## config.mk

```make
export PLATFORM = sky130hd
export DESIGN_NAME = led_pattern
export DESIGN_NICKNAME = d
export VERILOG_FILES = /design/src/rtl/led_pattern.sv
export SDC_FILE = /design/constraint.sdc
export NUM_CORES = 1
export LEC_CHECK = 0
export ABC_AREA = 1
export BUFFER_PORTS_ARGS = -buffer_cell sky130_fd_sc_hd__buf_2
export CELL_PAD_IN_SITES_DETAIL_PLACEMENT = 1
export CELL_PAD_IN_SITES_GLOBAL_PLACEMENT = 1
export CORE_MARGIN = 2
export CORE_UTILIZATION = 25
export DETAILED_ROUTE_END_ITERATION = 8
export GPL_ROUTABILITY_DRIVEN = 0
export GPL_TIMING_DRIVEN = 1
export PLACE_DENSITY_LB_ADDON = 0.2
export SYNTH_ARGS = -nofsm -noshare
export SYNTH_HDL_FRONTEND = slang
export SYNTH_SLANG_ARGS = --single-unit
```

## constraint.sdc

```tcl
create_clock -name clk_i -period 1.3 [get_ports clk_i]
set_input_delay 0.325 -clock clk_i [delete_from_list [all_inputs] [get_ports clk_i]]
set_output_delay 0.325 -clock clk_i [all_outputs]
set_load 0.005 [all_outputs]
```

## src/rtl/led_pattern.sv

```systemverilog
// Multi-channel LED driver: OFF/ON/BLINK/DIM per channel from a shared prescaler and PWM counter.
// One cycle registered latency to led_o/tick_o; no backpressure, config writes always accepted.
module led_pattern #(
    parameter int NUM_CH   = 4,
    parameter int TICK_DIV = 5_000_000,
    parameter int PWM_W    = 8,
    localparam int CH_W    = (NUM_CH > 1) ? $clog2(NUM_CH) : 1
) (
    input  logic              clk_i,
    input  logic              rst_ni,
    input  logic              en_i,
    input  logic              cfg_we_i,
    input  logic [CH_W-1:0]   cfg_ch_i,
    input  logic [1:0]        cfg_mode_i,
    input  logic [PWM_W-1:0]  cfg_duty_i,
    output logic [NUM_CH-1:0] led_o,
    output logic              tick_o
);
    localparam int PR_W = $clog2(TICK_DIV);

    typedef enum logic [1:0] {
        MODE_OFF   = 2'b00,
        MODE_ON    = 2'b01,
        MODE_BLINK = 2'b10,
        MODE_DIM   = 2'b11
    } mode_e;

    logic [PR_W-1:0]   presc_q, presc_d;
    logic [PWM_W-1:0]  pwm_q, pwm_d;
    logic              tick_q, tick_d;
    logic [NUM_CH-1:0] led_q, led_d;
    logic [NUM_CH-1:0] blink_q, blink_d;
    mode_e             mode_q [NUM_CH];
    mode_e             mode_d [NUM_CH];
    logic [PWM_W-1:0]  duty_q [NUM_CH];
    logic [PWM_W-1:0]  duty_d [NUM_CH];

    always_comb begin
        presc_d = presc_q;
        pwm_d   = pwm_q;
        tick_d  = 1'b0;
        led_d   = '0;
        blink_d = blink_q;
        for (int k = 0; k < NUM_CH; k++) begin
            mode_d[k] = mode_q[k];
            duty_d[k] = duty_q[k];
        end

        if (en_i) begin
            tick_d  = (presc_q == PR_W'(TICK_DIV - 1));
            presc_d = tick_d ? '0 : presc_q + 1'b1;
            pwm_d   = pwm_q + 1'b1;
            for (int k = 0; k < NUM_CH; k++) begin
                unique case (mode_q[k])
                    MODE_OFF:   led_d[k] = 1'b0;
                    MODE_ON:    led_d[k] = 1'b1;
                    MODE_BLINK: led_d[k] = blink_q[k];
                    MODE_DIM:   led_d[k] = (pwm_q < duty_q[k]);
                    default:    led_d[k] = 1'b0;
                endcase
                if (tick_d) begin
                    blink_d[k] = ~blink_q[k];
                end
            end
        end

        // Out-of-range channel indices match no k and fall through untouched;
        // a write overrides a same-cycle blink toggle.
        for (int k = 0; k < NUM_CH; k++) begin
            if (cfg_we_i && (cfg_ch_i == CH_W'(k))) begin
                mode_d[k]  = mode_e'(cfg_mode_i);
                duty_d[k]  = cfg_duty_i;
                blink_d[k] = 1'b0;
            end
        end
    end

    always_ff @(posedge clk_i) begin
        if (!rst_ni) begin
            presc_q <= '0;
            pwm_q   <= '0;
            tick_q  <= 1'b0;
            led_q   <= '0;
            blink_q <= '0;
            for (int k = 0; k < NUM_CH; k++) begin
                mode_q[k] <= MODE_OFF;
                duty_q[k] <= '0;
            end
        end else begin
            presc_q <= presc_d;
            pwm_q   <= pwm_d;
            tick_q  <= tick_d;
            led_q   <= led_d;
            blink_q <= blink_d;
            for (int k = 0; k < NUM_CH; k++) begin
                mode_q[k] <= mode_d[k];
                duty_q[k] <= duty_d[k];
            end
        end
    end

    assign led_o  = led_q;
    assign tick_o = tick_q;
endmodule

```

# ---- After elaboration in Yosys (flattened, before gate mapping)
# Memory sizes are Yosys's and may differ from the RTL's.
# Cells that the tools add are included.
dict set report totals {
  inputBits 16
  out_inout_bits 5
  ramBits 40
  word_cells 83
  regBits 40
  mem_count 2
}
dict set report op_classes {
  mux 23
  order_cmp 4
  n_eq_ne 16
  addsub 2
  bitwise_logic 13
  n_reduce_logical 15
}
# name words word_bits read_ports rd_ports_with_merged_regs wr line_no
set mem_list {}
lappend mem_list {duty_q 4 8 4 0 4 35} ;# logic [PWM_W-1:0] duty_q [NUM_CH];
lappend mem_list {mode_q 4 2 4 0 4 33} ;# mode_e mode_q [NUM_CH];
# op n
set op_table {}
lappend op_table {{8-bit two-way mux} 8}
lappend op_table {{8-bit < comparator} 4}
lappend op_table {{23-bit by 1-bit adder with 23-bit output, second input constant} 1}
lappend op_table {{23-bit equality test, second input constant} 1}
lappend op_table {{23-bit two-way mux} 1}
lappend op_table {{2-bit equality test, second input constant} 10}
lappend op_table {{2-bit two-way mux} 8}
lappend op_table {{1-bit one-hot mux with 4 select lines} 4}
lappend op_table {{2-bit by 1-bit equality test with 1-bit output, second input constant} 5}
lappend op_table {{2-bit zero test} 5}
lappend op_table {{8-bit by 1-bit adder with 8-bit output, second input constant} 1}
lappend op_table {{1-bit OR} 8}
lappend op_table {{2-bit OR reduction} 4}
lappend op_table {{1-bit NOT} 5}
lappend op_table {{1-bit logical AND} 4}
lappend op_table {{2-bit AND reduction} 2}
lappend op_table {{1-bit two-way mux} 2}

# ---- Depth between registers and ports, before layout
dict set report depth {
  ltp_word 4
  depth_mapped 10
  mapped_depth_nobuf 9
}

# ---- Worst setup path after synthesis
# No wires, ideal clock.
dict set report synth_timing {
  path_type {register to register}
  startpoint {reg presc_q[0]}
  endpoint {reg presc_q[18]}
  arrival_ns 1.193
  setup_slack_ns -0.008
  synth_period_minus_slack_ns 1.308
  setup_ns 0.115
  t_required_ns 1.185
  n_path_buf 0
  stages_incl_launch_ff 9
  cell_sequence {dfxtp_1 ha_1 nand2_2 nor2_4 nand3_2 nor2_2 nand3_1 nand2_2 nor2_1}
}
dict set report synth_between {
  elab_chain_cells 2
  elab_cells_between_ends 3
  cone_classes {add/sub (1); eq/ne (1); mux (1)}
}
# item line_no
set synth_lines {}
lappend synth_lines {{start: declaration} 28} ;# logic [PR_W-1:0] presc_q, presc_d;
lappend synth_lines {{start signal: assignment} 90} ;# presc_q <= presc_d;
lappend synth_lines {{23-bit by 1-bit adder with 23-bit output / 23-bit equality test (equally long branches)} {51, 50}}
lappend synth_lines {{23-bit two-way mux (*)} 51} ;# presc_d = tick_d ? '0 : presc_q + 1'b1;
# Every way passes the cells marked *; elsewhere a longest branch is shown, timed or not.
# A chain may end at the register's enable or synchronous reset.

# ---- Final worst setup path
dict set report layout_timing {
  startpoint {reg presc_q[0]}
  endpoint {reg presc_q[13]}
}
# The elaborated chain is that of the path after synthesis.

==> flow_summary.toml <==
[run_status]
status = "complete, but fails checks"
violations = "setup timing"

[synthesis]
ys_seq_area_share_pct = 38.47
yosys-top-cells-count = "nand2_1, inv_1, dfxtp_1, nor2_1, a21oi_1"
synth_flop_cell = "dfxtp_1"
synth_area_um2 = 4163
synth_edf_count = 0
synth_nets = 621
avgSynthCellArea_um2 = 7.240
synthTopCellsByArea = "dfxtp_1, nand2_1, ha_1"
synthCells = 575
synth_top_area_share_pct = 38.47
async_flop_share_pct = 0
ys_types = 31
synth_most_common_cell = "nand2_1"
synth-seq-cells = 80
yosysTopAreaCell = "dfxtp_1"
ys_warn_count = 0

[detailed_routing]
ant_nets = 0
avgViaCountPerCell = 4.446
drt_wl_total_mm = 12.81
dr.first_iter.drc_count = 86
drc = 0
wl_per_cell_um = 14.24
firstDrtPassIters = 4
vias = 4001

[grt]
grt_use_met3_pct = 2.452
grt.busiest_layer = "met2"
grtUsageTotal_pct = 14.79
grt_max_degree = 31
grt_pass1_wl_mm = 20.58
grt_pass1_vias = 4127
grt.met2_usage_pct = 27.23
antenna_found_initial = 0
grt-ovfl-total = 0
grt_use_met1_pct = 17.35

[placed_design]
dpl_cell_area_um2 = 5080
port_buffers = 20
hpwl_mm = 9.330

[layout]
areaGrowthSynthToFinish_pct = 46.38
fin_nets = 722
final_cell_area_um2 = 6093
drive_above_1_share_pct = 38.24
insertedDiodeCount = 0

[clock_tree]
cts_buffer_depth = 2
cts_sinks = 80
cts_root_buffer = "clkbuf_16"
cts-buffers-inserted = 9
insertion_delay_ns = 0.34
h-tree-depth = 3
tritoncts = "done"
clk_pin_slew_ns = 0.06

[worst_setup_path]
crit_required_ns = 1.53
critPathKind = "register to register"
cp_data_arrival_time_ns = 1.56
path_max_fanout = 8
cp-start-kind = "register"
cp-end-kind = "register"

[timing]
setup_viol = 17
rsz0062_at_grt = "true"
worst_slack_ns = -0.03268
fmaxAchievable_mhz = 750.4
min_period_over_period_pct = 102.5
fin_worst_skew_ns = 0.009122
setup_tns_ns = -0.2502
hold_ws_ns = 0.2866
min_period_ns = 1.333
maxSlewHeadroom_pct = 62.84
maxSlewViolCount = 0
hold_violations = 0
tightest_slew_ns = 0.5568

[hold_path]
worstHoldPathType = "primary input to register"

[floorplanning]
die_w_um = 133.0
die_h_um = 133.0
fp-row-count = 47
die-area_um2 = 17700
start_util_pct = 25.37
core_um2 = 16410
pin_count = 21

[job]
maxCapViolCount = 0

[pwr]
total_power_w = 0.005699
ir_drop_mv = 0.7134
p_leak_nw = 2.630
power_density_nw_per_um2 = 935.3
## power breakdown
part	switching [W]	internal (W)
clock network	0.00104	0.00138
logic	0.000411	0.000297
registers	0.0000417	0.00252
total	0.00150	0.00420
## sequential cells by signal, indices dropped and copies added (netlist names)
name     count
led_o        4
duty_q      32
tick_o       1
pwm_q        8
presc_q     23
blink_q      4
mode_q       8
## final timing paths
kind	depth (start not counted)	to	slack, ns	startpoint
max	8	presc_q[13]$_SDFFE_PN0P_	-0.03	presc_q[0]$_SDFFE_PN0P_
max reg2reg	8	presc_q[13]$_SDFFE_PN0P_	-0.03	presc_q[0]$_SDFFE_PN0P_
min reg2reg	2	duty_q[3][0]$_SDFFE_PN0P_	0.45	duty_q[3][0]$_SDFFE_PN0P_
min	3	duty_q[2][0]$_SDFFE_PN0P_	0.29	cfg_duty_i[0]
## critical path: stages, from the launching register on
cell and delay [ns]:
dfxtp_4 0.37, ha_4 0.16, nand2_2 0.07, nor2_4 0.11, nand3_4 0.18, nand2_8 0.16, inv_8 0.06, nand2_2 0.05
nor2_1 0.04
## logic make-up (layout without fill, tap and decap cells)
kind of cell	count (synthesis)	count (layout)	synth area share, %
xor+xnor	12	12	2.525
compound gates	110	110	13.35
flops	80	80	38.47
fa+ha+maj	30	30	9.017
buf+inv	106	211	10.01
simple gates	237	237	26.63
## repair_timing
| item | CTS | global route |
|---|---|---|
| setup buffers | 10 | 2 |
| resized for setup | 75 | 62 |
| pin swaps | 35 | 37 |
| hold buffers | 0 | 0 |
| setup endpoints to repair | 16 | 31 |
## stage by stage
stage | instances | setup slack [ns] | util [%]
floorplan | 575 | 0.02887 | -
CTS | 898 | -0.02363 | 35.30
global placement | 874 | -0.1951 | 30.96
global route | 900 | -0.1289 | 37.14
finish | 900 | -0.03268 | 37.14
detailed placement | 874 | -0.2395 | 30.96
## cell type report
type	instances	area (um2)
Fill cell	1935	10310
Multi-Input combinational cell	389	2709
Sequential cell	80	1642
Timing Repair Buffer	104	838.3
Inverter	92	355.3
Tap cell	220	275.3
Clock buffer	12	256.5
Clock inverter	3	17.52
## metal layers
metal  share of wire, %  wire [um]
met3                1.6        201
met5                  0          0
met2                 52       6599
met4                1.8        235
met1                 45       5777
## layout by cell type, fill, tap and decap left out, types with 11 or more instances in the layout
| master | netlist | routed |
|---|---|---|
| nand2_1 | 103 | 84 |
| inv_1 | 86 | 80 |
| buf_4 | 0 | 68 |
| dfxtp_1 | 80 | 62 |
| nor2_1 | 72 | 59 |
| a21oi_1 | 60 | 50 |
| o21ai_0 | 47 | 46 |
| nand2_2 | 12 | 27 |
| ha_4 | 0 | 26 |
| buf_2 | 3 | 20 |
| nor2_2 | 6 | 15 |
| nor2_4 | 7 | 11 |
| dfxtp_2 | 0 | 11 |
Note: power is estimated with default switching activity, not from simulation.
